File: src/rtl/pkt_tx_scheduler.sv
// Round-robin packet transmit scheduler: frames a 24-bit payload and feeds it byte-wise to a UART serializer.
// Optional XOR checksum byte enabled by defining PKT_SCHED_CHECKSUM_EN.
//
// state     | meaning
// ----------+-----------------------------------------------------------
// IDLE      | arbitrate between requesters, capture winner's payload
// SEND      | present frame[byte_idx], strobe tx_start once serializer idle
// WAIT_ACK  | wait for serializer to assert tx_busy
// WAIT_DONE | wait for tx_busy to drop, then next byte or end of frame
// GAP       | inter-frame idle time, down-counter to terminal count 0
module pkt_tx_scheduler #(
   parameter logic [7:0] HEADER     = 8'hAA,
   parameter int         GAP_CYCLES = 16
) (
   input  logic        clk,
   input  logic        rst_n,
   input  logic        req0_valid,
   input  logic [23:0] req0_data,
   output logic        req0_ready,
   input  logic        req1_valid,
   input  logic [23:0] req1_data,
   output logic        req1_ready,
   output logic [7:0]  tx_byte,
   output logic        tx_start,
   input  logic        tx_busy,
   output logic [1:0]  grant,
   output logic        busy,
   output logic        pkt_done
);

   typedef enum logic [2:0] {IDLE, SEND, WAIT_ACK, WAIT_DONE, GAP} state_t;

`ifdef PKT_SCHED_CHECKSUM_EN
   localparam logic [2:0] LAST_IDX = 3'd4;
`else
   localparam logic [2:0] LAST_IDX = 3'd3;
`endif

   localparam int              GW       = (GAP_CYCLES > 1) ? $clog2(GAP_CYCLES) : 1;
   localparam logic [GW-1:0]   GAP_LOAD = (GAP_CYCLES > 0) ? GW'(GAP_CYCLES - 1) : '0;

   state_t        state, state_nxt;
   logic [23:0]   payload, payload_nxt;
   logic [1:0]    grant_nxt;
   logic [2:0]    byte_idx, byte_idx_nxt;
   logic [GW-1:0] gap_cnt, gap_cnt_nxt;
   logic          last_ptr, last_ptr_nxt;
   logic          sel0, sel1;
   logic [7:0]    frame_byte;

   // last_ptr = 1 means req1 was served last, so req0 wins a tie
   assign sel0 = req0_valid & (~req1_valid | last_ptr);
   assign sel1 = req1_valid & (~req0_valid | ~last_ptr);

   assign req0_ready = rst_n & (state == IDLE) & sel0;
   assign req1_ready = rst_n & (state == IDLE) & sel1;
   assign busy       = (state != IDLE);

   always_comb begin
      frame_byte = 8'h00;
      case (byte_idx)
         3'd0:    frame_byte = HEADER;
         3'd1:    frame_byte = payload[23:16];
         3'd2:    frame_byte = payload[15:8];
         3'd3:    frame_byte = payload[7:0];
`ifdef PKT_SCHED_CHECKSUM_EN
         3'd4:    frame_byte = payload[23:16] ^ payload[15:8] ^ payload[7:0];
`endif
         default: frame_byte = 8'h00;
      endcase
   end

   always_ff @(posedge clk or negedge rst_n) begin
      if (!rst_n) begin
         state    <= IDLE;
         payload  <= '0;
         grant    <= 2'b00;
         byte_idx <= '0;
         gap_cnt  <= '0;
         last_ptr <= 1'b1;
      end else begin
         state    <= state_nxt;
         payload  <= payload_nxt;
         grant    <= grant_nxt;
         byte_idx <= byte_idx_nxt;
         gap_cnt  <= gap_cnt_nxt;
         last_ptr <= last_ptr_nxt;
      end
   end

   always_comb begin
      state_nxt    = state;
      payload_nxt  = payload;
      grant_nxt    = grant;
      byte_idx_nxt = byte_idx;
      gap_cnt_nxt  = gap_cnt;
      last_ptr_nxt = last_ptr;
      tx_start     = 1'b0;
      tx_byte      = 8'h00;
      pkt_done     = 1'b0;

      case (state)
         IDLE: begin
            if (sel0) begin
               payload_nxt  = req0_data;
               grant_nxt    = 2'b01;
               last_ptr_nxt = 1'b0;
               byte_idx_nxt = '0;
               state_nxt    = SEND;
            end else if (sel1) begin
               payload_nxt  = req1_data;
               grant_nxt    = 2'b10;
               last_ptr_nxt = 1'b1;
               byte_idx_nxt = '0;
               state_nxt    = SEND;
            end
         end

         SEND: begin
            tx_byte = frame_byte;
            if (!tx_busy) begin
               tx_start  = 1'b1;
               state_nxt = WAIT_ACK;
            end
         end

         WAIT_ACK: begin
            tx_byte = frame_byte;
            if (tx_busy) state_nxt = WAIT_DONE;
         end

         WAIT_DONE: begin
            tx_byte = frame_byte;
            if (!tx_busy) begin
               if (byte_idx == LAST_IDX) begin
                  pkt_done     = 1'b1;
                  grant_nxt    = 2'b00;
                  byte_idx_nxt = '0;
                  if (GAP_CYCLES == 0) begin
                     state_nxt = IDLE;
                  end else begin
                     gap_cnt_nxt = GAP_LOAD;
                     state_nxt   = GAP;
                  end
               end else begin
                  byte_idx_nxt = byte_idx + 3'd1;
                  state_nxt    = SEND;
               end
            end
         end

         GAP: begin
            if (gap_cnt == '0) state_nxt = IDLE;
            else               gap_cnt_nxt = gap_cnt - 1'b1;
         end

         default: state_nxt = IDLE;
      endcase
   end

endmodule
File: config.mk
export PLATFORM = sky130hd
export DESIGN_NAME = pkt_tx_scheduler
export DESIGN_NICKNAME = d
export VERILOG_FILES = /design/src/rtl/pkt_tx_scheduler.sv
export SDC_FILE = /design/constraint.sdc
export NUM_CORES = 1
export LEC_CHECK = 0
export CELL_PAD_IN_SITES_DETAIL_PLACEMENT = 0
export CELL_PAD_IN_SITES_GLOBAL_PLACEMENT = 1
export CORE_MARGIN = 2
export CORE_UTILIZATION = 34
export CTS_CLUSTER_SIZE = 40
export DETAILED_ROUTE_END_ITERATION = 8
export HOLD_SLACK_MARGIN = 0.15
export PLACE_DENSITY_LB_ADDON = 0.1
export SYNTH_ARGS = -nofsm -noshare
export SYNTH_HDL_FRONTEND = slang
export SYNTH_SLANG_ARGS = --single-unit
File: constraint.sdc
create_clock -name clk -period 2.2 [get_ports clk]
set_input_delay 0.33 -clock clk [delete_from_list [all_inputs] [get_ports clk]]
set_output_delay 0.33 -clock clk [all_outputs]
set_load 0.005 [all_outputs]
==> key figures <==
Status
  • Outcome: complete, no violations

Min path
  • Hold WC Path Type: flop to flop
  • Hold path endpoint: gap_cnt[3]$_DFFE_PN0P_
  • Hold path start: gap_cnt[3]$_DFFE_PN0P_
  • Worst hold path depth: 1

Clocking
  • Total number of H-tree levels: 2
  • Clk pin slew, worst setup/hold paths: 0.07 ns
  • Root buffer cell: clkbuf_8
  • Num Clock Sinks: 37
  • Clk buf depth: 2
  • CTS tree: yes
  • Clock latency at the later pin of the worst-skew pair: 0.28 ns
  • Num CTS Buffers: 5

Run
  • Max_cap viols: 0

Die
  • Top Ports: 68
  • Row count: 27
  • Core area: 0.00557 mm^2
  • Die area: 0.00648 mm^2
  • Initial Utilization: 0.357
  • Die extent in x: 80.5 um
  • Die height: 80.5 um

STA
  • Clk_skew: 0.00284 ns
  • Tmin final: 2.16 ns
  • Min Hold Slack: 0.487 ns
  • Worst-margin pin slew: 0.528 ns
  • Slew Viols, Final: 0
  • RSZ-0062 raised after global routing: no
  • Final worst path period share: 0.981
  • Final number of hold-violating endpoints: 0
  • Final setup fails: 0
  • Slew headroom: 0.644
  • Fmax: 0.463 GHz

Setup path
  • Critical path fanouts, max: 6
  • Crit path DAT: 1.83 ns
  • Reg2Reg Setup Slack: 0.54 ns
  • Startpoint types: flop
  • R2R Path End: gap_cnt[1]$_DFFE_PN0P_
  • Setup CP Type: flop to output port
  • Critical Path End Type: output port
  • WP data required: 1.87 ns
  • Worst r2r src: gap_cnt[0]$_DFFE_PN0P_
  • FF-to-FF path depth: 6

Power and ir drop
  • Sw Pwr: 1.16 mW
  • Comb pwr share: 0.488
  • Part of the power in registers: 0.380
  • Sw Ratio: 0.362
  • Power per cell area: 1080 mW/mm^2
  • Int Power: 2.05 mW
  • Peak VDD IR: 0.642 mV
  • Clock power frac: 0.132
  • P_leak: 1.40 nW
  • Power Total: 3.20 mW

Synth
  • Post-Syn Area: 0.00199 mm^2
  • Yosys Warn Count: 0
  • Largest cells by area after synthesis: dfrtp_1, mux2i_1, o21ai_0
  • Cell taking the most area after synthesis: dfrtp_1
  • Yosys reg bits: 37
  • Cell variety after synth: 36
  • Mean Syn Cell Area: 9.85 um^2
  • Post-synthesis cell count: 202
  • Top cell type's share of synthesized area: 0.453
  • Post-synthesis sequential area ratio: 0.466
  • Net Count, Synth: 260

Detailed routing
  • Avg Vias per Cell: 4.85
  • DRC: 0
  • Wirelength per Cell: 13.9 um
  • DRT iter0 DRCs: 127
  • Vias: 1688
  • DRT antenna net count: 0
  • Router iterations before antenna repair: 4
  • WL final: 4850 um

Global route
  • Global route overflow: 0
  • Initial antenna violation count: 0
  • First-pass GRT wire length: 7610 um
  • Vias in the first global route: 1537
  • Largest net degree at the start of global routing: 50
  • GRT Util Overall: 0.153

Place
  • # placed instances: 337
  • I/O Buffers: 67
  • GPL Wtd Cong: 0.729
  • Detailed-placement wirelength estimate: 3630 um
  • Post-DP Area: 0.00279 mm^2

Layout
  • Area of the multi-input gates: 0.00103 mm^2
  • Finished Cell Area: 0.00297 mm^2
  • Commonest cells after routing, fill and taps aside: clkdlybuf4s50_1, dfrtp_1, nand2_1
  • Commonest non-fill, non-tap cell in the layout: clkdlybuf4s50_1
  • Sequential cell area: 931 um^2
  • Nets@finish: 335
  • Final std cells w/o fill: 348
  • Fill count: 529
  • Layout Area Growth over Synthesis: 49.4%
  • Share of layout cells above drive strength 1: 0.145
  • Diodes inserted: 0
-- power groups by stage --
stage	clock network [mW]	logic [mW]	registers (mW)
detailed placement	0	1.51	1.21
global route	0.470	1.75	1.26
global placement	0	1.48	1.21
floorplan	0	0.858	1.17
finish	0.422	1.56	1.22
CTS	0.442	1.55	1.22
-- registers in the layout, summed over array words and instances (netlist names) --
name      flops
byte_idx      3
last_ptr      1
payload      24
grant         2
gap_cnt       4
state         3
-- through the flow --
| stage | utilization | setup TNS, ns | worst slack (ns) |
|---|---|---|---|
| 6_report | 0.533 | 0 | 0.0415 |
| 5_1_grt | 0.533 | 0 | 0.000991 |
| 4_1_cts | 0.525 | -0.0224 | -0.0224 |
| 3_5_place_dp | 0.500 | -0.0936 | -0.0936 |
| 3_3_place_gp | 0.500 | -0.0563 | -0.0563 |
| 2_1_floorplan | - | 0 | 0.653 |
-- Yosys cell counts --
cell,instances
o311a_1,1
a211oi_1,2
or2_1,1
buf_1,2
nor4b_4,1
a22oi_1,4
buf_4,4
a222oi_1,4
nor3_1,4
nor2b_1,1
clkbuf_1,5
ha_1,5
a21oi_1,11
o2bb2ai_1,1
mux2_2,1
nand2_1,29
a22o_1,2
a31oi_1,3
nand3b_2,1
a21o_1,2
a211o_1,1
o21ai_1,4
dfstp_2,1
inv_1,8
dfrtp_1,36
nand4b_1,2
nand2b_1,2
xor2_1,1
mux2i_1,25
and3_1,1
buf_2,3
o21ai_0,23
nor3_2,1
a2bb2oi_2,1
or3_1,1
nor2_1,8
-- timing repair --
item                                    4_1_cts  5_1_grt
hold endpoints to repair                     36        0
hold buffers                                  1        0
gates cloned                                  0        0
gates resized for setup                      14        9
endpoints found under the setup margin       10        7
pin swaps                                     3        3
buffers inserted                              1        3
-- area by class of cell --
cell class                      count  area share
Inverter                            8      0.0101
Clock inverter                      1     0.00168
Clock buffer                        5      0.0232
Timing Repair Buffer               82       0.275
Multi-Input combinational cell    143       0.347
Sequential cell                    37       0.313
Tap cell                           72      0.0303
-- cells by family (layout without fill, tap and decap cells) --
| logic type | after synthesis | after routing | synth area share |
|---|---|---|---|
| flops | 37 | 37 | 0.466 |
| simple gates | 52 | 52 | 0.130 |
| compound gates | 59 | 59 | 0.186 |
| fa+ha+maj | 5 | 5 | 0.0314 |
| buf+inv | 22 | 96 | 0.0509 |
| mux | 26 | 26 | 0.131 |
| xor+xnor | 1 | 1 | 0.00440 |
-- how the worst max path moves through the flow --
stage                     cells after the start                   start                endpoint
after floorplan                               6  gap_cnt[0]$_DFFE_PN0P_  gap_cnt[1]$_DFFE_PN0P_
after global placement                        4                 tx_busy                pkt_done
after detailed placement                      4                 tx_busy                pkt_done
after CTS                                     3    state[2]$_DFFE_PN0P_              tx_byte[5]
after global routing                          3    state[2]$_DFFE_PN0P_              tx_byte[7]
final                                         3    state[2]$_DFFE_PN0P_              tx_byte[7]
-- critical path, cell delays in order, from the launching register on --
cell	delay, ns
dfrtp_2	0.45
or3_4	0.44
a21oi_1	0.14
clkdlybuf4s50_1	0.52
-- metal layers --
layer,vias to the layer above,GRT usage,wire (um)
met5,-,0,0
met4,0,0.0407,40
met3,4,0.0438,382
met2,59,0.208,1990
met1,753,0.235,2430
li1,872,-,-
Power figures use the tool's default switching activity.
